File: config.mk
export PLATFORM = sky130hd
export DESIGN_NAME = alu_accumulator
export DESIGN_NICKNAME = d
export VERILOG_FILES = /design/src/rtl/alu_accumulator.sv
export SDC_FILE = /design/constraint.sdc
export NUM_CORES = 1
export LEC_CHECK = 0
export ABC_AREA = 1
export CAP_MARGIN = 20
export CORE_MARGIN = 5
export CORE_UTILIZATION = 54
export CTS_CLUSTER_DIAMETER = 80
export DETAILED_ROUTE_END_ITERATION = 16
export DONT_BUFFER_PORTS = 1
export PLACE_DENSITY = 0.71
export SLEW_MARGIN = 25
export SYNTH_ARGS = -nofsm -noshare
export SYNTH_HDL_FRONTEND = slang
export SYNTH_SLANG_ARGS = --single-unit
File: constraint.sdc
create_clock -name clk -period 4.41 [get_ports clk]
set_input_delay 0.441 -clock clk [delete_from_list [all_inputs] [get_ports clk]]
set_output_delay 0.441 -clock clk [all_outputs]
set_load 0.01 [all_outputs]
File: src/rtl/alu_accumulator.sv
// Sums TAPS accepted ALU results per window and delivers the sum over a valid/ready handshake.
// Define ALU_ACCUMULATOR_SAT_EN to saturate the accumulator on carry instead of wrapping.
module alu_accumulator #(
    parameter int DATA_W = 8,
    parameter int ACC_W  = 16,
    parameter int TAPS   = 9
) (
    input  logic              clk,
    input  logic              rst_n,
    input  logic              acc_clr,
    input  logic              in_valid,
    input  logic [DATA_W-1:0] in_data,
    output logic              in_ready,
    output logic              out_valid,
    input  logic              out_ready,
    output logic [ACC_W-1:0]  out_sum,
    output logic              out_ovf,
    output logic              busy
);

    localparam int CNT_W = 8;

    typedef enum logic [1:0] {IDLE, ACCUM, HOLD} state_t;

    state_t             state_q, state_d;
    logic [ACC_W-1:0]   acc_q, acc_d;
    logic               ovf_q, ovf_d;
    logic [CNT_W-1:0]   cnt_q, cnt_d;
    logic               rdy_en_q;
    logic               accept;
    logic [ACC_W:0]     sum;

    // Returns {carry, next accumulator}; saturating build clamps the low bits on carry.
    function automatic logic [ACC_W:0] acc_add(input logic [ACC_W-1:0] a,
                                               input logic [DATA_W-1:0] b);
        logic [ACC_W:0] s;
        s = {1'b0, a} + (ACC_W+1)'(b);
`ifdef ALU_ACCUMULATOR_SAT_EN
        if (s[ACC_W]) begin
            s[ACC_W-1:0] = '1;
        end
`endif
        return s;
    endfunction

    assign in_ready  = rdy_en_q && (state_q != HOLD);
    assign out_valid = (state_q == HOLD);
    assign out_sum   = acc_q;
    assign out_ovf   = ovf_q;
    assign busy      = (state_q != IDLE);
    assign accept    = in_valid && in_ready;
    assign sum       = acc_add(acc_q, in_data);

    always_comb begin
        state_d = state_q;
        acc_d   = acc_q;
        ovf_d   = ovf_q;
        cnt_d   = cnt_q;
        if (acc_clr) begin
            state_d = IDLE;
            acc_d   = '0;
            ovf_d   = 1'b0;
            cnt_d   = '0;
        end else begin
            case (state_q)
                IDLE: begin
                    if (accept) begin
                        acc_d   = ACC_W'(in_data);
                        ovf_d   = 1'b0;
                        cnt_d   = CNT_W'(1);
                        state_d = (TAPS == 1) ? HOLD : ACCUM;
                    end
                end
                ACCUM: begin
                    if (accept) begin
                        acc_d = sum[ACC_W-1:0];
                        ovf_d = ovf_q | sum[ACC_W];
                        cnt_d = cnt_q + CNT_W'(1);
                        if (cnt_q == CNT_W'(TAPS - 1)) begin
                            state_d = HOLD;
                        end
                    end
                end
                HOLD: begin
                    if (out_ready) begin
                        state_d = IDLE;
                    end
                end
                default: state_d = IDLE;
            endcase
        end
    end

    // rdy_en_q keeps in_ready low while reset is asserted and until the first free-running edge.
    always_ff @(posedge clk) begin
        if (!rst_n) begin
            state_q  <= IDLE;
            acc_q    <= '0;
            ovf_q    <= 1'b0;
            cnt_q    <= '0;
            rdy_en_q <= 1'b0;
        end else begin
            state_q  <= state_d;
            acc_q    <= acc_d;
            ovf_q    <= ovf_d;
            cnt_q    <= cnt_d;
            rdy_en_q <= 1'b1;
        end
    end

endmodule

==> out/qor.yml, run 1 <==
yosys:
  avgSynthCellArea_um2: 6.318
  ys_warn_count: 0
  synthMuxAreaShare: 0
  synth_top_family_by_area: "simple AND/OR/NAND/NOR gates"
  postSynthCellCount: 284
  synth_adder_area_share: 0.08089
  synth_compound_area_frac: 0.1199
  synthesis.nets: 308
  synthXorXnorAreaFrac: 0
  yosys.area_share.simple: 0.3842
  synth.distinct_cells: 27
  synthesis.area_um2: 1794
  seq_area_frac_synth: 0.3124
  synth_seq_cells: 28
clock_tree:
  post-cts-setup-buffer-count: 0
  cts_buffer_depth: 2
  insertion_delay_ns: 0.34
  clkSinkCount: 28
  cts-root-buf: "clkbuf_4"
  cts_tree: "yes"
  path_clk_slew_ns: 0.16
  htree_levels: 1
  ctsHoldBuffers: 0
  cts_buffers: 3
  post_cts_resized: 0
flow_run:
  cap_violations: 0
routing:
  routed_wl_um: 4001
  via_count: 1704
  routed_via_density: 5.179
  wl_per_cell_um: 12.16
  dr.pass1.iters: 4
  antenna_left: 0
  drcViolationCount: 0
  drtIter0Drc: 128
critical_path:
  r2r_cells: 7
  crit_end: "out_sum[4]$_SDFFE_PP0P_"
  cp-start-kind: "flop"
  crit_start: "state_q[0]$_SDFFE_PP0P_"
  cp_max_fo: 11
  end_kind: "flop"
  worstPathArrival_ns: 2.08
  r2r_start: "state_q[0]$_SDFFE_PP0P_"
  critPathRequiredTime_ns: 4.66
  path_class: "reg -> reg"
  ff2ff_setup_slack_ns: 2.58
  r2r-end: "out_sum[4]$_SDFFE_PP0P_"
finish:
  final_common_cell: "nand2_1"
  fillers: 353
  final_layout_size_suffix_gt1_frac: 0.04240
  fin_area_um2: 1871
  syn2layout_area_growth_pct: 4.254
  final_cell_mix: "nand2_1 (88), inv_1 (37), nor2_1 (30)"
  diodes: 0
  nets: 308
  fin_util: 0.5695
  fin_cells: 329
placement:
  place_hpwl_um: 3050
  routabilityCongestion: 0.8806
  portBuffers: 0
  pre_cts_slack_ns: 2.502
  dpl_cell_area_um2: 1818
  dp_cells: 325
die:
  core_um2: 3284
  start_util: 0.5463
  fp-row-count: 21
  dieArea_um2: 4575
  pin_count: 33
  die_w_um: 67.64
  die_y_um: 67.64
sta:
  finalSetupViolCount: 0
  max_freq_mhz: 545.4
  final_hold_viol_count: 0
  rsz0062_at_grt: "no"
  period_share: 0.4158
  max_slew_margin: 0.4686
  timing.final.ws_setup_ns: 2.576
  min_period_ns: 1.834
  clock_skew_ns: 0.002909
  worst_pin_slew_ns: 0.7941
  slew_viol_final: 0
  fin_tns_setup_ns: 0
grt:
  antenna_found_initial: 0
  grt_pass1_vias: 1556
  grt-ovfl-total: 0
  grt_pass1_wl_um: 6817
  grt_usage: 0.1936
  grt_max_degree: 24
power_and_ir_drop:
  p_leak_nw: 0.8635
  powerDensity_nw_per_um2: 261.5
  ir_drop_uv: 145.8
run_status:
  outcome: "complete, no violations"
worst_hold_path:
  hold_path.class: "in -> reg"
-- power breakdown --
group	internal [mW]	switching, mW	total, mW
Clock	0.0920	0.0832	0.175
Sequential	0.256	0.00442	0.261
Combinational	0.0167	0.0363	0.0530
Total	0.365	0.124	0.489
-- worst max-delay path: stages (launching register included) --
cell	delay, ns
dfxtp_1	0.41
inv_2	0.07
nor2_1	0.61
inv_1	0.26
a21oi_1	0.17
o21ai_0	0.10
nand2_1	0.07
a21oi_1	0.05
-- per-layer routing --
layer  vias up  track usage  wire length [um]
met5         -            0                 0
met4         0      0.06582                50
met3         5      0.03328               235
met2        32       0.3159              1781
met1       749       0.2558              1934
li1        918            -                 -
-- how the worst min path moves through the flow --
stage                          start                    end  cells past startpoint
2_1_floorplan  cnt_q[6]$_SDFFE_PP0P_  cnt_q[6]$_SDFFE_PP0P_                      1
3_3_place_gp   cnt_q[6]$_SDFFE_PP0P_  cnt_q[6]$_SDFFE_PP0P_                      1
3_5_place_dp   cnt_q[6]$_SDFFE_PP0P_  cnt_q[6]$_SDFFE_PP0P_                      1
4_1_cts                        rst_n       rdy_en_q$_DFF_P_                      0
5_1_grt                        rst_n       rdy_en_q$_DFF_P_                      0
6_report                       rst_n       rdy_en_q$_DFF_P_                      0
-- Yosys cell counts --
master,count,area share
a21oi_1,21,0.059
fa_1,1,0.011
nand4_1,7,0.024
nor2_2,1,0.0035
o21ai_1,2,0.0056
nor2_1,30,0.063
buf_4,1,0.0042
o21ai_2,1,0.0049
nand4_4,1,0.012
a31oi_1,3,0.010
o21ai_0,10,0.028
and2_1,1,0.0035
a21o_1,1,0.0042
inv_2,3,0.0063
buf_6,1,0.0063
o21a_1,1,0.0042
nand2_2,2,0.0070
buf_2,3,0.0084
nor3_1,3,0.0084
nand3b_1,2,0.0084
nand3_1,24,0.067
or2_1,1,0.0035
ha_1,10,0.070
nand2_1,88,0.18
inv_1,37,0.077
dfxtp_1,28,0.31
a211oi_1,1,0.0042
-- cell families after synthesis --
family          after synthesis
compound gates               40
fa+ha+maj                    11
buf+inv                      45
flops                        28
simple gates                160
-- per-stage QoR --
step / power, mW / hold WS, ns
2_1_floorplan: 0.3103 / 0.4217
3_3_place_gp: 0.3191 / 0.4374
3_5_place_dp: 0.3194 / 0.4492
4_1_cts: 0.4928 / 0.1033
5_1_grt: 0.5171 / 0.08437
6_report: 0.4891 / 0.1092
-- flip-flops by register name, summed over array words and instances (netlist names) --
register,flops
cnt_q,8
out_ovf,1
out_sum,16
rdy_en_q,1
state_q,2
-- layout make-up --
type / count / area [um2] / area share
flip-flops and latches: 28 / 560.5 / 0.2997
multi-input cells: 211 / 1050 / 0.5612
clock buffers: 3 / 22.52 / 0.01204
inverters: 40 / 150.1 / 0.08027
clock inverters: 1 / 30.03 / 0.01605
well taps: 46 / 57.56 / 0.03077
Power figures use the tool's default switching activity.
==> inputs of run 2 (changes only) <==
--- a/config.mk
+++ b/config.mk
@@ -12,7 +12,7 @@
 export CTS_CLUSTER_DIAMETER = 80
 export DETAILED_ROUTE_END_ITERATION = 16
 export DONT_BUFFER_PORTS = 1
-export PLACE_DENSITY = 0.71
+export PLACE_DENSITY = 0.74
 export SLEW_MARGIN = 25
 export SYNTH_ARGS = -nofsm -noshare
 export SYNTH_HDL_FRONTEND = slang
==> constraint.sdc (replaced) <==
create_clock -name clk -period 1.5 [get_ports clk]
set_input_delay 0.15 -clock clk [delete_from_list [all_inputs] [get_ports clk]]
set_output_delay 0.15 -clock clk [all_outputs]
set_load 0.01 [all_outputs]
==> run 2 against run 1 <==
The run now ends with negative setup slack left. Combinational power grew to 4.9 times the previous value. Critical endpoint unchanged. Critical path depth increased by 3. Non-clock buffer count grew 33. Core utilization increased by 15 points. Register-to-register slack lost 2.7 ns. Via count increased by 14%. Design area grew 26%. Global-route usage up 1.6 points. Sequential power rose to 2.9 times the previous value. Clock power grew to 3.0 times the previous value. Largest cell class unchanged. Wire length increased by 27%.
==> out/qor.yml, run 2 (synthesis gave the netlist of run 1 again) <==
clock_tree:
  cts_buffers: 3  # unchanged
  htree_levels: 1  # unchanged
  cts-root-buf: "clkbuf_4"
  insertion_delay_ns: 0.34  # about the same
  clkSinkCount: 28  # unchanged
  path_clk_slew_ns: 0.16  # about the same
  cts_buffer_depth: 2  # unchanged
  cts_tree: "yes"
critical_path:
  cp-start-kind: "flop"
  slowest_delay_ns: 0.37  # -0.24 ns
  r2r_cells: 10  # +3
  worstPathArrival_ns: 1.91  # -0.17 ns
  cp_max_fo: 3  # -8
  end_kind: "flop"
  cpMaxStageDelayCell: "dfxtp_2"
  path_common_cell: "a21oi_2"
  critPathRequiredTime_ns: 1.79  # -2.87 ns
  crit_path_cell_trace: "ha_4 -> fa_2 -> nand2_2 -> nand3_4 -> buf_4 -> nand2_4 -> a21oi_2 -> o21ai_2 -> nand2_1 -> a21oi_2"
  path_class: "reg -> reg"
routing:
  drtIter0Drc: 141  # +10%
  antenna_left: 0  # unchanged
  via_count: 1941  # +14%
  wl_per_cell_um: 13.98  # +15%
  routed_via_density: 5.347  # +3.2%
  routed_wl_um: 5075  # +27%
  dr.pass1.iters: 4  # unchanged
  drcViolationCount: 0  # unchanged
finish:
  syn2layout_area_growth_pct: 30.89
  fillers: 272  # -23%
  final_common_cell: "nand2_1"
  nets: 342  # +11%
  regArea_um2: 566.8  # +1.1%
  fin_util: 0.7150  # +0.1455
  largest_reg_flops: 16  # unchanged
  fin_area_um2: 2349  # +26%
  final_cell_mix: "nand2_1 (81), inv_1 (35), buf_4 (29)"
  diodes: 0  # unchanged
  multi_input_area_um2: 1254  # +19%
  final_layout_size_suffix_gt1_frac: 0.2524  # +0.2100
  fin_cells: 363  # +10%
sta:
  finalSetupViolCount: 6  # +6
  period_share: 1.081  # +0.6651
  min_period_ns: 1.621  # -0.2122 ns
  final_hold_viol_count: 0  # unchanged
  worst_pin_slew_ns: 0.3226  # -0.4715 ns
  max_freq_mhz: 616.8  # +13%
  max_slew_margin: 0.7841  # +0.3155
  hold_slack_ns: 0.02390  # -0.08527 ns
  slew_viol_final: 0  # unchanged
  clock_skew_ns: 0.004018  # +0.001109 ns
  timing.final.ws_setup_ns: -0.1214  # -2.698 ns
  rsz0062_at_grt: "yes"
grt:
  grt_max_degree: 24  # unchanged
  grt-ovfl-total: 0  # unchanged
  grt_pass1_wl_um: 7445  # +9.2%
  antenna_found_initial: 0  # unchanged
  grt_usage: 0.2100  # +0.01632
  grt_pass1_vias: 1763  # +13%
power_and_ir_drop:
  total_power_mw: 1.545  # +220%
  ir_drop_uv: 504.4  # +250%
  p_leak_nw: 1.072  # +24%
  powerDensity_nw_per_um2: 657.9  # +150%
die:
  die_w_um: 67.64  # unchanged
  core_um2: 3284  # unchanged
  pin_count: 33  # unchanged
  fp-row-count: 21  # unchanged
  start_util: 0.5463  # unchanged
  die_y_um: 67.64  # unchanged
  dieArea_um2: 4575  # unchanged
placement:
  dpl_cell_area_um2: 2056  # +13%
  place_hpwl_um: 3353  # +9.9%
  dp_cells: 349  # +7.4%
  routabilityCongestion: 0.8989  # +2.1%
  portBuffers: 0  # unchanged
run_status:
  outcome: "finished with violations"
  violations: "negative setup slack"
worst_hold_path:
  holdPathStages: 2  # +2
  hold_path.class: "in -> reg"
flow_run:
  cap_violations: 0  # unchanged
-- run 2: area by class of cell --
class / count / area share
timing repair buffer: 33 / 0.1140
tap: 46 / 0.02451
multi-input combinational: 212 / 0.5338
clock buffer: 3 / 0.009590
clock inverter: 1 / 0.01279
sequential: 28 / 0.2413
inverter: 40 / 0.06393
-- run 2: final timing paths --
kind	startpoint	endpoint	slack [ns]
worst max-delay path	out_sum[0]$_SDFFE_PP0P_	out_sum[4]$_SDFFE_PP0P_	-0.12
worst min-delay path	out_ready	state_q[1]$_SDFFE_PP0P_	0.02
worst max register to register	out_sum[0]$_SDFFE_PP0P_	out_sum[4]$_SDFFE_PP0P_	-0.12
worst min register to register	cnt_q[6]$_SDFFE_PP0P_	cnt_q[6]$_SDFFE_PP0P_	0.47
-- run 2: worst max-delay path: cells and delay by family (launching register included) --
family	cells	cell delay [ns]
buffers and inverters	1	0.14
adder cells (fa/ha/maj)	2	0.50
flip-flops	1	0.37
AND/OR/NAND/NOR	4	0.31
AO/OA/AOI/OAI	3	0.25
-- run 2: timing repair --
action / CTS / global route
cloned: 0 / 1
pin swaps: 2 / 7
setup endpoints to repair: 11 / 21
hold buffers: 3 / 0
resized for setup: 6 / 29
endpoints found under the hold margin: 3 / 0
buffers inserted: 0 / 6
-- run 2: power breakdown --
part | switching [mW] | leakage (nW) | internal [mW]
Clock | 0.247 | 0.0279 | 0.270
Combinational | 0.145 | 0.815 | 0.117
Sequential | 0.0110 | 0.229 | 0.755
Total | 0.403 | 1.07 | 1.14
-- run 2: per-stage QoR --
stage                     setup WS, ns  setup TNS, ns
final                          -0.1214        -0.4332
after global routing           -0.1940         -1.359
after CTS                     -0.06924        -0.2497
after detailed placement      -0.06816        -0.1942
after global placement        -0.02926       -0.04406
after floorplan                0.01258              0
-- run 2: per-layer routing --
layer	wire length, um	up-vias	part of all wire	track usage
met5	0	-	0	0
met4	76	0	0.015	0.05570
met3	310	10	0.061	0.04659
met2	2591	56	0.51	0.3730
met1	2096	894	0.41	0.2520
li1	-	981	-	-
==> inputs of run 3 (changes only) <==
--- a/config.mk
+++ b/config.mk
@@ -5,7 +5,6 @@
 export SDC_FILE = /design/constraint.sdc
 export NUM_CORES = 1
 export LEC_CHECK = 0
-export ABC_AREA = 1
 export CAP_MARGIN = 20
 export CORE_MARGIN = 5
 export CORE_UTILIZATION = 54
==> run 3 against run 2 <==
The flow still finishes with violations (negative setup slack). Area after synthesis fell by 12%. Power fell by 3.1%. Via count fell by 16%. Global-route usage rose by 2.0 points. Die area fell by 10%. Flip-flop and latch count did not move. Register-to-register slack got worse by 0.26 ns. Final cell count fell by 27%. Critical path type unchanged. Critical endpoint is now out_sum[14]$_SDFFE_PP0P_.
==> out/qor.yml, run 3 <==
yosys:
  avgSynthCellArea_um2: 8.355  # +32%
  synth.distinct_cells: 43  # +59%
  netlist_top_cells_count: "nor2_1 (29), dfxtp_1 (28), nand2_1 (16)"
  synth_seq_cells: 28  # unchanged
  synth_top_family_by_area: "simple AND/OR/NAND/NOR gates"
  synth.top_cell.area_share: 0.3550  # +0.04258
  synth_area_leaders: "dfxtp_1 (35%), ha_1 (7.9%), xor2_1 (7.2%)"
  yosys.area_share.simple: 0.2132  # -0.1711
  synth_top_flop_cell: "dfxtp_1"
  synth-async-reset-ratio: 0  # unchanged
  synth.most_common_cell: "nor2_1"
  synth_adder_area_share: 0.09192  # +0.01102
  synthesis.area_um2: 1579  # -12%
  synth_compound_area_frac: 0.2029  # +0.08291
  seq_area_frac_synth: 0.3550  # +0.04258
  synthXorXnorAreaFrac: 0.09984  # +0.09984
  synth-edff-count: 0  # unchanged
  postSynthCellCount: 189  # -33%
  synthMuxAreaShare: 0.01268  # +0.01268
  synth_top_area_cell: "dfxtp_1"
  ys_warn_count: 0  # unchanged
  synthesis.nets: 213  # -31%
clock_tree:
  cts_buffer_depth: 2  # unchanged
  clkSinkCount: 28  # unchanged
  cts_buffers: 3  # unchanged
  insertion_delay_ns: 0.35  # about the same
  cts-root-buf: "clkbuf_4"
  cts_tree: "yes"
  htree_levels: 1  # unchanged
  path_clk_slew_ns: 0.17  # about the same
sta:
  timing.final.ws_setup_ns: -0.3774  # -0.2560 ns
  rsz0062_at_grt: "yes"
  period_share: 1.252  # +0.1707
  worst_pin_slew_ns: 0.3956  # +0.07298 ns
  clock_skew_ns: 0.002422  # -0.001596 ns
  min_period_ns: 1.877  # +0.2560 ns
  finalSetupViolCount: 14  # +8
  max_freq_mhz: 532.7  # -14%
  final_hold_viol_count: 0  # unchanged
  slew_viol_final: 0  # unchanged
  max_slew_margin: 0.7351  # -0.04902
die:
  core_um2: 2781  # -15%
  fp-row-count: 19  # -9.5%
  dieArea_um2: 4106  # -10%
  pin_count: 33  # unchanged
  die_y_um: 64.08  # -5.3%
  die_w_um: 64.08  # -5.3%
  start_util: 0.5677  # +0.02142
finish:
  syn2layout_area_growth_pct: 44.93
  final_cell_mix: "buf_4 (37), nor2_1 (27), dfxtp_1 (18)"
  diodes: 0  # unchanged
  nets: 258  # -25%
  final_layout_size_suffix_gt1_frac: 0.4034  # +0.1511
  final_common_cell: "buf_4"
  fillers: 153  # -44%
  fin_util: 0.8228  # +0.1077
  largest_reg_flops: 16  # unchanged
grt:
  grt_pass1_vias: 1633  # -7.4%
  grt-ovfl-total: 0  # unchanged
  grt_usage: 0.2296  # +0.01961
  grt_max_degree: 17  # -29%
  grt_pass1_wl_um: 7659  # +2.9%
  antenna_found_initial: 0  # unchanged
routing:
  drtIter0Drc: 144  # +2.1%
  routed_via_density: 6.170  # +15%
  antenna_left: 0  # unchanged
  wl_per_cell_um: 19.82  # +42%
  via_count: 1629  # -16%
  drcViolationCount: 0  # unchanged
  routed_wl_um: 5232  # +3.1%
  dr.pass1.iters: 4  # unchanged
flow_run:
  cap_violations: 0  # unchanged
power_and_ir_drop:
  seq_power_share: 0.511  # +0.015
  clockPowerShare: 0.306  # -0.029
  p_leak_nw: 0.9099  # -15%
  combPwrFrac: 0.183  # +0.013
  p_sw_mw: 0.4061  # +0.78%
  p_sw_frac: 0.2713  # +0.01047
  powerDensity_nw_per_um2: 654.2  # -0.57%
  p_int_mw: 1.091  # -4.5%
  ir_drop_uv: 651.2  # +29%
critical_path:
  cp_max_fo: 3  # unchanged
  critPathRequiredTime_ns: 1.77  # -0.02 ns
  worstPathArrival_ns: 2.14  # +0.23 ns
  end_kind: "flop"
  path_class: "reg -> reg"
  cp-start-kind: "flop"
placement:
  place_hpwl_um: 3377  # +0.72%
  pre_cts_slack_ns: -0.3001  # -0.2320 ns
  portBuffers: 0  # unchanged
  routabilityCongestion: 0.8277  # -7.9%
run_status:
  violations: "negative setup slack"
  outcome: "finished with violations"
worst_hold_path:
  hold_path.class: "in -> reg"
run 3: cell types whose count changed after synthesis, moves of 5 or more:
| cell | delta |
|---|---|
| inv_1 | -32 |
| nand2_1 | -72 |
| a21oi_1 | -7 |
| xor2_1 | +13 |
| a21o_1 | +5 |
| nand3_1 | -19 |
| a211oi_1 | +5 |
| xnor2_1 | +5 |
run 3: through the flow:
| step | area, um2 | power (mW) | cells | setup TNS, ns | hold WS (ns) |
|---|---|---|---|---|---|
| 3_3_place_gp | 1988 | 0.9793 | 251 | -1.647 | 0.1779 |
| 2_1_floorplan | 1699 | 0.9121 | 189 | -1.094 | 0.1777 |
| 5_1_grt | 2288 | 1.558 | 264 | -4.682 | 0.05960 |
| 3_5_place_dp | 1988 | 0.9896 | 251 | -2.293 | 0.1779 |
| 6_report | 2288 | 1.497 | 264 | -3.764 | 0.03569 |
| 4_1_cts | 2153 | 1.444 | 261 | -2.811 | 0.03122 |
run 3: worst paths after layout:
kind	cells past startpoint	slack (ns)	endpoint	startpoint
hold reg to reg	2	0.51	out_ovf$_SDFFE_PP0P_	out_ovf$_SDFFE_PP0P_
hold / removal	4	0.04	out_sum[2]$_SDFFE_PP0P_	in_data[2]
setup reg to reg	8	-0.38	out_sum[14]$_SDFFE_PP0P_	out_sum[0]$_SDFFE_PP0P_
setup / recovery	8	-0.38	out_sum[14]$_SDFFE_PP0P_	out_sum[0]$_SDFFE_PP0P_
run 3: kinds of logic after synthesis:
family                     Yosys count
DFF                                 28
adders and majority gates           11
AOI/OAI and AO/OA                   50
buffers and inverters               10
xor gates and xnor gates            18
muxes                                2
and+or+nand+nor                     70
run 3: final cells by class:
cell class | count | area [um2] | share of cell area
Timing Repair Buffer | 45 | 365.4 | 0.1597
Multi-Input combinational cell | 151 | 1242 | 0.5429
Tap cell | 31 | 38.79 | 0.01695
Sequential cell | 28 | 575.6 | 0.2515
Inverter | 5 | 18.77 | 0.008201
Clock buffer | 4 | 47.55 | 0.02078
run 3: per-layer routing:
layer | vias to the layer above | share of wire | global-route usage
met4 | 0 | 0.020 | 0.08831
met5 | - | 0 | 0
met1 | 780 | 0.40 | 0.2741
met2 | 74 | 0.52 | 0.4058
met3 | 11 | 0.066 | 0.03853
li1 | 764 | - | -
run 3: what timing repair did:
action                     CTS  global route
pin swaps                    9            23
setup buffers                4             3
hold buffers                 2             0
hold endpoints to repair     2             0
setup endpoints to repair   14            20
resized for setup           18            25
run 3: critical path: stages, from the launching register on:
cell and delay (ns):
dfxtp_4 0.39, ha_4 0.17, fa_2 0.37, a211oi_4 0.29, buf_4 0.16, o211ai_4 0.10, nand4_1 0.12, xor2_1 0.14
nor2_1 0.05
run 3: power by group through the flow:
stage | clock network [mW] | registers, mW | logic, mW
global placement | 0 | 0.778 | 0.201
global route | 0.496 | 0.767 | 0.295
detailed placement | 0 | 0.779 | 0.211
CTS | 0.445 | 0.764 | 0.235
floorplan | 0 | 0.781 | 0.131
finish | 0.458 | 0.765 | 0.275
